$ cat src/rtl/fc3_result_reader_pkg.sv
// Shared constants and FSM encodings for the fc_3 result reader.
package fc3_result_reader_pkg;

  localparam int RR_N_CLASS = 10;
  localparam int RR_DW      = 16;
  localparam int RR_IDXW    = 4;

  typedef enum logic [1:0] {
    RR_IDLE   = 2'd0,
    RR_ARGMAX = 2'd1,
    RR_OUT    = 2'd2
  } rr_state_e;

endpackage

$ cat src/rtl/fc3_result_reader_argmax.sv
// Sequential signed argmax over a captured score vector; strict compare keeps the lowest index on ties.
module fc3_argmax_unit
  import fc3_result_reader_pkg::*;
#(
  parameter int N_CLASS = RR_N_CLASS,
  parameter int DW      = RR_DW
) (
  input  logic                        clk,
  input  logic                        rst,
  input  logic                        i_start,
  input  logic [N_CLASS*DW-1:0]       i_scores,
  output logic signed [DW-1:0]        o_max_val,
  output logic [RR_IDXW-1:0]          o_max_idx,
  output logic                        o_done
);

  localparam logic [RR_IDXW-1:0] LAST_IDX = RR_IDXW'(N_CLASS - 1);

  logic                       r_active;
  logic [RR_IDXW-1:0]         r_idx;
  logic signed [DW-1:0]       r_max_val;
  logic [RR_IDXW-1:0]         r_max_idx;
  logic                       r_done;
  logic signed [DW-1:0]       w_cur;

  assign w_cur = i_scores[r_idx*DW +: DW];

  always_ff @(posedge clk or posedge rst) begin
    if (rst) begin
      r_active  <= 1'b0;
      r_idx     <= '0;
      r_max_val <= '0;
      r_max_idx <= '0;
      r_done    <= 1'b0;
    end else begin
      r_done <= 1'b0;
      if (i_start) begin
        r_active <= 1'b1;
        r_idx    <= '0;
      end else if (r_active) begin
        if ((r_idx == '0) || (w_cur > r_max_val)) begin
          r_max_val <= w_cur;
          r_max_idx <= r_idx;
        end
        if (r_idx == LAST_IDX) begin
          r_active <= 1'b0;
          r_idx    <= '0;
          r_done   <= 1'b1;
        end else begin
          r_idx <= r_idx + 1'b1;
        end
      end
    end
  end

  assign o_max_val = r_max_val;
  assign o_max_idx = r_max_idx;
  assign o_done    = r_done;

endmodule

$ cat src/rtl/fc3_result_reader.sv
// Captures fc_3 class scores, runs argmax, and presents the winner plus a raw score stream.
module fc3_result_reader
  import fc3_result_reader_pkg::*;
#(
  parameter int N_CLASS = RR_N_CLASS,
  parameter int DW      = RR_DW
) (
  input  logic                  clk,
  input  logic                  rst,
  input  logic                  fc_3_finish,
  input  logic [N_CLASS*DW-1:0] result_10x16,
  output logic [RR_IDXW-1:0]    class_id,
  output logic [DW-1:0]         class_score,
  output logic                  class_vld,
  input  logic                  class_rdy,
  output logic [DW-1:0]         score_tdata,
  output logic                  score_tvalid,
  input  logic                  score_tready,
  output logic                  score_tlast,
  output logic                  busy,
  output logic                  overrun
);

  localparam logic [RR_IDXW-1:0] LAST_IDX = RR_IDXW'(N_CLASS - 1);

  rr_state_e                r_state;
  logic                     r_fin_d;
  logic [N_CLASS*DW-1:0]    r_buf;
  logic                     r_overrun;
  logic                     r_class_vld;
  logic [RR_IDXW-1:0]       r_class_id;
  logic [DW-1:0]            r_class_score;
  logic [DW-1:0]            r_tdata;
  logic                     r_tvalid;
  logic                     r_tlast;
  logic [RR_IDXW-1:0]       r_beat;
  logic                     r_cls_done;
  logic                     r_str_done;

  logic                     w_fin_p;
  logic                     w_start;
  logic [RR_IDXW-1:0]       w_next_beat;
  logic signed [DW-1:0]     w_max_val;
  logic [RR_IDXW-1:0]       w_max_idx;
  logic                     w_am_done;

  assign w_fin_p     = fc_3_finish & ~r_fin_d;
  assign w_start     = w_fin_p && (r_state == RR_IDLE);
  assign w_next_beat = r_beat + 1'b1;

  fc3_argmax_unit #(
    .N_CLASS (N_CLASS),
    .DW      (DW)
  ) u_argmax (
    .clk       (clk),
    .rst       (rst),
    .i_start   (w_start),
    .i_scores  (r_buf),
    .o_max_val (w_max_val),
    .o_max_idx (w_max_idx),
    .o_done    (w_am_done)
  );

  always_ff @(posedge clk or posedge rst) begin
    if (rst) begin
      r_state       <= RR_IDLE;
      r_fin_d       <= 1'b1;
      r_buf         <= '0;
      r_overrun     <= 1'b0;
      r_class_vld   <= 1'b0;
      r_class_id    <= '0;
      r_class_score <= '0;
      r_tdata       <= '0;
      r_tvalid      <= 1'b0;
      r_tlast       <= 1'b0;
      r_beat        <= '0;
      r_cls_done    <= 1'b0;
      r_str_done    <= 1'b0;
    end else begin
      r_fin_d <= fc_3_finish;
      if (w_fin_p && (r_state != RR_IDLE)) begin
        r_overrun <= 1'b1;
      end
      case (r_state)
        RR_IDLE: begin
          if (w_fin_p) begin
            r_buf   <= result_10x16;
            r_state <= RR_ARGMAX;
          end
        end
        RR_ARGMAX: begin
          if (w_am_done) begin
            r_state       <= RR_OUT;
            r_class_vld   <= 1'b1;
            r_class_id    <= w_max_idx;
            r_class_score <= w_max_val;
            r_tvalid      <= 1'b1;
            r_tdata       <= r_buf[DW-1:0];
            r_tlast       <= (N_CLASS == 1);
            r_beat        <= '0;
            r_cls_done    <= 1'b0;
            r_str_done    <= 1'b0;
          end
        end
        RR_OUT: begin
          // Completion flags are registered, so IDLE follows one cycle after the later handshake.
          if (r_cls_done && r_str_done) begin
            r_state <= RR_IDLE;
          end
          if (r_class_vld && class_rdy) begin
            r_class_vld <= 1'b0;
            r_cls_done  <= 1'b1;
          end
          if (r_tvalid && score_tready) begin
            if (r_beat == LAST_IDX) begin
              r_tvalid   <= 1'b0;
              r_tlast    <= 1'b0;
              r_str_done <= 1'b1;
            end else begin
              r_beat  <= w_next_beat;
              r_tdata <= r_buf[w_next_beat*DW +: DW];
              r_tlast <= (w_next_beat == LAST_IDX);
            end
          end
        end
        default: r_state <= RR_IDLE;
      endcase
    end
  end

  assign class_id     = r_class_id;
  assign class_score  = r_class_score;
  assign class_vld    = r_class_vld;
  assign score_tdata  = r_tdata;
  assign score_tvalid = r_tvalid;
  assign score_tlast  = r_tlast;
  assign busy         = (r_state != RR_IDLE);
  assign overrun      = r_overrun;

endmodule

$ cat config.mk
export PLATFORM = sky130hd
export DESIGN_NAME = fc3_result_reader
export DESIGN_NICKNAME = d
export VERILOG_FILES = /design/src/rtl/fc3_result_reader_pkg.sv /design/src/rtl/fc3_result_reader_argmax.sv /design/src/rtl/fc3_result_reader.sv
export SDC_FILE = /design/constraint.sdc
export NUM_CORES = 1
export LEC_CHECK = 0
export ABC_AREA = 0
export ABC_CLOCK_PERIOD_IN_PS = 8840
export CAP_MARGIN = 20
export CORE_UTILIZATION = 52
export DETAILED_ROUTE_END_ITERATION = 12
export GPL_TIMING_DRIVEN = 0
export PLACE_DENSITY = 0.83
export SLEW_MARGIN = 20
export SYNTH_ARGS = -nofsm -noshare
export SYNTH_HDL_FRONTEND = slang
export SYNTH_HIERARCHICAL = 1
export SYNTH_SLANG_ARGS = --single-unit
export TNS_END_PERCENT = 100
$ cat constraint.sdc
create_clock -name clk -period 8.84 [get_ports clk]
set_input_delay 2.21 -clock clk [delete_from_list [all_inputs] [get_ports clk]]
set_output_delay 2.21 -clock clk [all_outputs]
set_load 0.05 [all_outputs]
# Word-level counts from Yosys, hierarchy flattened
# Index checks and enable logic that the tools add are counted.
[totals]
reg_bits = 235
inputBits = 165
[op_classes]
add_sub_neg = 2
n_lt_le_gt_ge = 1
eq_ne = 12
n_shift = 2
n_mux = 36
bitwise = 3
reduce_logical = 19
[ops]
columns = ["operator", "n"]
rows = [
  ["$shiftx A160 B9 Y16", 2],
  ["$mux W16", 3],
  ["$pmux W16 S2", 1],
  ["$mux W4", 6],
  ["$gt A16 B16 Y1", 1],
  ["$mux W1", 16],
  ["$eq A4 B4 Y1 const B", 3],
  ["$ne A2 B2 Y1 const B", 6],
  ["$reduce_and A3 Y1", 4],
  ["$pmux W1 S2", 5],
  ["$add A4 B1 Y4 const B", 2],
  ["$pmux W4 S2", 1],
  ["$reduce_and A4 Y1", 2],
  ["$mux W2", 3],
  ["$pmux W2 S3", 1],
  ["$reduce_bool A2 Y1", 3],
  ["$logic_and A1 B1 Y1", 5],
  ["$logic_not A4 Y1", 1],
  ["$reduce_and A2 Y1", 2],
  ["$eq A2 B1 Y1 const B", 1],
  ["$eq A2 B2 Y1 const B", 1],
  ["$logic_not A2 Y1", 1],
  ["$ne A2 B1 Y1 const B", 1],
  ["$not A1 Y1", 2],
  ["other kinds (2)", 2],
]

# Logic depth before layout (Yosys ltp)
# Gate-level depths: netlist of the first run.
[logic_depth]
word_depth = 5
ltp_mapped = 14

# Modules after synthesis
# The synthesis of the first run kept the hierarchy.
[by_module_without_submodules]
columns = ["module", "n_inst", "cells_each", "area_each_um2", "seq_area_each_um2"]
rows = [
  ["fc3_result_reader", 1, 687, 9521.6, 5231.3],
  ["fc3_argmax_unit", 1, 303, 2952.8, 650.6],
]

# Worst setup path before layout of the first run
# Ideal clock, no wire load.
[synth_path]
path_type = "input to register"
startpoint = "in fc_3_finish"
endpoint = "reg u_argmax.r_max_idx[0] (netlist: u_argmax/o_max_idx[0])"
setup_time_ns = 0.125
arrival_ns = 3.796
t_required_ns = 8.715
setup_slack_ns = 4.919
cell_stages = 9
n_path_buf = 3
path_cell_list = "nand2b_1 > nor2_2 > buf_2 > buf_4 > nand2b_1 > a21oi_1 > o311ai_4 > buf_6 > mux2_4"
[synth_between]
elab_chain_len = 4
[synth_rtl]
columns = ["element", "line_no", "source"]
rows = [
  ["start, declared", "fc3_result_reader.sv:10", "input logic fc_3_finish,"],
  ["$and A1 B1 Y1", "fc3_result_reader.sv:47", "assign w_fin_p = fc_3_finish & ~r_fin_d;"],
  ["$logic_and A1 B1 Y1", "fc3_result_reader.sv:48", "assign w_start = w_fin_p && (r_state == RR_IDLE);"],
  ["net w_start", "fc3_result_reader.sv:41", "logic w_start;"],
  ["$not A1 Y1 (no source line)", "-", ""],
  ["$reduce_and A3 Y1 (no source line)", "-", ""],
  ["end signal, assigned", "fc3_result_reader_argmax.sv:43", "r_max_idx <= r_idx;"],
  ["end, declared", "fc3_result_reader_argmax.sv:22", "logic [RR_IDXW-1:0] r_max_idx;"],
]
# The timed path passes the listed nets, and every way through them passes these cells.
# A chain may end at the register's enable or synchronous reset.

# Worst setup path in the final report of the first run
[layout_path]
startpoint = "in fc_3_finish"
endpoint = "reg u_argmax.r_max_val[13] (netlist: u_argmax/o_max_val[13])"
[layout_between]
elab_chain_len = 4
[layout_rtl]
columns = ["element", "line_no", "source"]
rows = [
  ["$and A1 B1 Y1", "fc3_result_reader.sv:47", ""],
  ["$logic_and A1 B1 Y1", "fc3_result_reader.sv:48", ""],
  ["net w_start", "fc3_result_reader.sv:41", ""],
  ["$not A1 Y1 (no source line)", "-", ""],
  ["$reduce_and A3 Y1 (no source line)", "-", ""],
  ["end signal, assigned", "fc3_result_reader_argmax.sv:42", "r_max_val <= w_cur;"],
  ["end, declared", "fc3_result_reader_argmax.sv:21", "logic signed [DW-1:0] r_max_val;"],
]
# The timed path passes the listed nets, and every way through them passes these cells.

==> results of run 1 <==
## cells by family after synthesis
| group | after synthesis | share of synthesized area, % |
|---|---|---|
| muxes | 309 | 30.48 |
| buffers and inverters | 93 | 3.801 |
| xor gates and xnor gates | 1 | 0.07022 |
| and+or+nand+nor | 208 | 8.526 |
| AOI/OAI and AO/OA | 122 | 7.763 |
| DFF | 235 | 47.15 |
| adders and majority gates | 22 | 2.207 |
## where the power goes
group          total, mW  switching (mW)  internal, mW
sequential          2.04           0.455          1.59
combinational       2.88            1.50          1.38
clock               1.04           0.433         0.605
## registers in the layout, indices dropped and copies added (netlist names), 2 cells and up
signal / flops
class_id: 4
r_state: 2
u_argmax/o_max_val: 16
u_argmax/o_max_idx: 4
u_argmax/r_idx: 4
r_buf: 160
score_tdata: 16
class_score: 16
r_beat: 4
## cells in the final DEF (no fill, tap or decap), types with 4 or more instances in the layout
cell type,n
inv_2,4
clkbuf_1,30
inv_1,18
o221ai_1,16
mux2_1,32
clkbuf_16,25
mux2_2,147
buf_6,6
o22ai_1,16
mux2i_1,81
buf_4,13
o31ai_1,4
o21ai_0,9
clkdlybuf4s50_1,205
mux2_4,17
nor2_1,49
nand2b_1,6
o311ai_1,16
ha_1,22
clkinv_2,6
dfrtp_1,234
nand3_1,5
nor3b_1,16
o31a_1,15
a211oi_1,17
nand3b_1,19
mux4_2,32
nand2_1,93
a21oi_1,10
buf_2,25
## critical path, cell delays in order
cell and delay, ns:
clkdlybuf4s50_1 0.48, nand2b_1 0.11, nor2_2 0.47, buf_2 0.35
buf_4 0.30, nand2b_1 0.16, a21oi_1 0.09, o311ai_4 0.13
buf_6 0.23, mux2_4 0.32
## layer usage
metal	GRT usage [%]	wire length [µm]
met1	41.83	14890
met2	48.51	16880
met3	5.428	3555
met4	15.83	2012
met5	0	0
## final cells by class
type                            instances  area, µm²
Tap cell                              319      399.1
Fill cell                            1708       7685
Buffer                                 70      387.9
Clock buffer                           35      693.2
Multi-Input combinational cell        662       6118
Inverter                               23      93.84
Sequential cell                       235       5882
Timing Repair Buffer                  207       2107
Clock inverter                         10      106.4
## final timing paths
check | startpoint | cells after the start | endpoint
min in group asynchronous | rst | 2 | class_score[1]
worst min-delay path | class_score[3] | 2 | class_score[3]
worst max register to register | u_argmax/r_idx[3] | 14 | u_argmax/o_max_val[13]
worst min register to register | class_score[3] | 2 | class_score[3]
worst max-delay path | fc_3_finish | 10 | u_argmax/o_max_val[13]
max in group asynchronous | rst | 4 | r_buf[143]
## per-stage QoR
stage | worst slack, ns | util [%] | hold slack (ns) | total power, mW
final | 4.375 | 67.26 | 0.4696 | 5.958
after global routing | 4.269 | 67.26 | 0.4980 | 6.230
after detailed placement | 3.890 | 63.85 | 0.4623 | 4.830
after floorplan | 0.9225 | - | 0.4390 | 3.942
after CTS | 4.434 | 67.26 | 0.4772 | 5.899
after global placement | -1.732 | 63.59 | 0.4599 | 4.701
==> impl_metrics.toml, run 1 <==
[place]
hpwl_um = 27310
dp.cells = 1516
routabilityCongestion = 0.9068
post_dp_cell_area_um2 = 14990
portBuffers = 205

[logic_synthesis]
yosysTopAreaCellShare_pct = 46.94
ys_seq_area_share_pct = 47.15
avgSynthCellArea_um2 = 12.60
synth_cell_types = 61
postSynthCellCount = 990
synthTopCellsByCount = "dfrtp_1 (234), mux2_2 (147), nand2_1 (93)"
async_flop_share_pct = 100.0
synth-seq-cells = 235
yosys.area.top_type = "dfrtp_1"
synth-main-ff-cell = "dfrtp_1"
syn_area_um2 = 12470
synth.net_count = 1177
yosysMostFrequentCell = "dfrtp_1"
yosys_warnings = 6
ys_top_cells_by_area = "dfrtp_1 (47%), mux2_2 (13%), mux2i_1 (6.5%)"
synth_edf_count = 0

[setup_path]
crit_required_ns = 9.25
rrSetupSlack_ns = 4.61
critPathArrivalTime_ns = 4.88
cp-start-kind = "primary input"
worstSetupPathType = "primary input to register"
crit_path_end_kind = "register"
crit_fanout = 15

[flow_run]
drv_cap = 0

[final_layout]
final_area_um2 = 15790
layout-drive-gt1-share_pct = 24.24
antenna_cells = 0
area_delta_synth_final_pct = 26.56
nets = 1411
instances_no_fill = 1561

[global_route]
grt_overflow = 0
grt_pass1_vias = 9844
grtUsageTotal_pct = 31.11
antenna_found_initial = 0
grt_pass1_wl_um = 56680
grt_max_degree = 106

[cts]
insertion_delay_ns = 0.53
clock_sinks = 235
path_clk_slew_ns = 0.06
holdBufCountCts = 0
cts_resized = 0
cts_tree = "yes"
root_buffer = "clkbuf_16"
cts_htree_levels = 1
postCtsSetupRepairBufs = 0
cts_buffers = 25
ctsLongestPathBuffers = 3

[pwr]
vdd_drop_max_mv = 0.1965
power.density_nw_per_um2 = 377.4
p_leak_nw = 6.767

[die]
die_area_um2 = 24610
fp.dieW_um = 156.9
core-area_um2 = 23470
start_util_pct = 53.14
die_h_um = 156.9
rows = 56
pin_count = 206

[timing]
hold_violations = 0
fin_skew_ns = 0.01099
maxSlewViolCount = 0
setup_viol = 0
max-slew-margin-rel_pct = 38.86
setup_tns_ns = 0
rsz0062_at_grt = "false"
tightest_slew_ns = 0.9171
max_clock_freq_mhz = 224.0
finalCritPeriodShare_pct = 50.51
fin_crit_ns = 4.465

[route]
dr.first_iter.drc_count = 1004
vias = 9675
routedWlPerCell_um = 23.92
via_per_inst = 6.198
post-route-drc-count = 0
ant_nets = 0
drtPass1Iterations = 6
finalWirelength_um = 37340

[status]
status = "finished, final reports clean"

[min_path]
hold_path.class = "register to register"
No activity file was read; power rests on OpenSTA's default activity.
==> run 2: changes to the inputs <==
--- a/config.mk
+++ b/config.mk
@@ -6,12 +6,12 @@
 export NUM_CORES = 1
 export LEC_CHECK = 0
 export ABC_AREA = 0
-export ABC_CLOCK_PERIOD_IN_PS = 8840
+export ABC_CLOCK_PERIOD_IN_PS = 3900
 export CAP_MARGIN = 20
-export CORE_UTILIZATION = 52
+export CORE_UTILIZATION = 49
 export DETAILED_ROUTE_END_ITERATION = 12
 export GPL_TIMING_DRIVEN = 0
-export PLACE_DENSITY = 0.83
+export PLACE_DENSITY = 0.82
 export SLEW_MARGIN = 20
 export SYNTH_ARGS = -nofsm -noshare
 export SYNTH_HDL_FRONTEND = slang
==> constraint.sdc (replaced) <==
create_clock -name clk -period 3.9 [get_ports clk]
set_input_delay 0.975 -clock clk [delete_from_list [all_inputs] [get_ports clk]]
set_output_delay 0.975 -clock clk [all_outputs]
set_load 0.05 [all_outputs]
==> impl_metrics.toml, run 2 (synthesis results as in run 1) <==
[status]
status = "complete, but fails checks"
violations = "setup timing"

[global_route]
grtUsageTotal_pct = 30.07
grt_overflow = 0
grt_max_degree = 36
grt_pass1_vias = 10080
antenna_found_initial = 1
grt_pass1_wl_um = 58970

[final_layout]
final_cell_mix = "dfrtp_1 (233), clkdlybuf4s50_1 (205), mux2_2 (147), nand2_1 (92), mux2i_1 (72)"
area_delta_synth_final_pct = 29.72
layout-drive-gt1-share_pct = 27.38
instances_no_fill = 1579
final_common_cell = "dfrtp_1"
top_register = "r_buf"
nets = 1417
fill_cells = 1911
antenna_cells = 0
largest_reg_flops = 160

[cts]
holdBufCountCts = 0
path_clk_slew_ns = 0.06
ctsLongestPathBuffers = 3
cts_tree = "yes"
insertion_delay_ns = 0.54
cts_buffers = 26
root_buffer = "clkbuf_16"
cts_htree_levels = 1
clock_sinks = 235

[setup_path]
worstSetupPathType = "register to register"
crit_top_cell = "buf_2"
cp-start-kind = "register"
crit_path_cell_trace = "buf_2, or2_1, buf_4, o221ai_1, o31a_1, ha_1, nand4_1, nor3_2, a21boi_1, or3_4, o311ai_4, buf_2, mux2_4"
crit_required_ns = 4.32
r2r_cells = 13
crit_path_end_kind = "register"
slowest_stage = "or3_4"
crit_fanout = 10
max_stage_delay_ns = 0.40
critPathArrivalTime_ns = 4.33

[route]
dr.first_iter.drc_count = 910
ant_nets = 0
via_per_inst = 6.148
routedWlPerCell_um = 24.53
finalWirelength_um = 38730
vias = 9707
post-route-drc-count = 0
drtPass1Iterations = 7

[flow_run]
drv_cap = 0

[timing]
hold_violations = 0
setup_ws_ns = -0.01041
max_clock_freq_mhz = 255.7
fin_skew_ns = 0.01627
tightest_slew_ns = 1.016
finalCritPeriodShare_pct = 100.3
setup_viol = 8
max-slew-margin-rel_pct = 31.87
fin_crit_ns = 3.910
maxSlewViolCount = 0

[place]
hpwl_um = 28510
portBuffers = 205
routabilityCongestion = 0.9614
dp.cells = 1532

[pwr]
p_leak_nw = 6.885
vdd_drop_max_mv = 0.4210
total_power_mw = 14.06
power.density_nw_per_um2 = 868.9

[min_path]
hold_path.class = "register to register"
worstHoldPathCells = 1

[die]
core-area_um2 = 25110
rows = 58
fp.dieW_um = 161.6
start_util_pct = 49.68
pin_count = 206
die_h_um = 161.6
die_area_um2 = 26100
-- run 2: worst max-delay path, delay by kind of cell, from the launching register on --
family | cells | cell delay, ns
AO/OA/AOI/OAI | 4 | 1.15
multiplexers | 1 | 0.32
flip-flops | 1 | 0.35
buffers and inverters | 3 | 0.73
adder cells (fa/ha/maj) | 1 | 0.29
AND/OR/NAND/NOR | 4 | 0.94
-- run 2: repair_timing --
action,4_1_cts,5_1_grt
gates resized for setup,13,58
gates cloned,0,1
setup endpoints to repair,17,27
pin swaps,0,2
setup buffers,0,2
-- run 2: per-layer routing --
metal / wire length [µm] / GRT usage [%]
met5: 0 / 0
met4: 2369 / 16.60
met3: 3645 / 6.677
met2: 17810 / 46.83
met1: 14910 / 39.09
-- run 2: layout make-up --
cell class	instances	area, µm²	area share, %
timing repair buffer	215	2220	13.72
sequential	235	5883	36.36
tap	330	412.9	2.552
buffer	67	442.9	2.737
clock inverter	5	65.06	0.4021
inverter	23	90.09	0.5567
clock buffer	42	800.8	4.949
multi-input combinational	662	6267	38.73
-- run 2: path summary, 6_finish.rpt --
kind | startpoint | end | slack [ns]
max in group asynchronous | rst | r_buf[85] | 2.19
max | u_argmax/r_idx[3] | u_argmax/o_max_val[10] | -0.01
min in group asynchronous | rst | class_score[2] | 0.88
min reg2reg | overrun | overrun | 0.48
max reg2reg | u_argmax/r_idx[3] | u_argmax/o_max_val[10] | -0.01
min | overrun | overrun | 0.48
-- run 2: stage by stage --
step / setup WS, ns / instance area [µm²] / setup TNS (ns) / hold slack [ns] / utilization, %
after floorplan: 0.2116 / 12480 / 0 / 0.4390 / -
after global placement: -1.432 / 14940 / -295.33 / 0.4613 / 59.51
after detailed placement: -0.1099 / 15090 / -1.603 / 0.4680 / 60.10
after CTS: 0.01862 / 15990 / 0 / 0.4833 / 63.67
after global routing: -0.04296 / 16180 / -0.3968 / 0.5021 / 64.45
final: -0.01041 / 16180 / -0.05425 / 0.4765 / 64.45
-- run 2: report_power, final --
| part | internal (mW) | leakage [nW] | switching, mW | total (mW) |
|---|---|---|---|---|
| logic | 3.35 | 3.58 | 3.54 | 6.89 |
| clock network | 1.47 | 0.427 | 1.01 | 2.48 |
| registers | 3.60 | 2.88 | 1.09 | 4.70 |
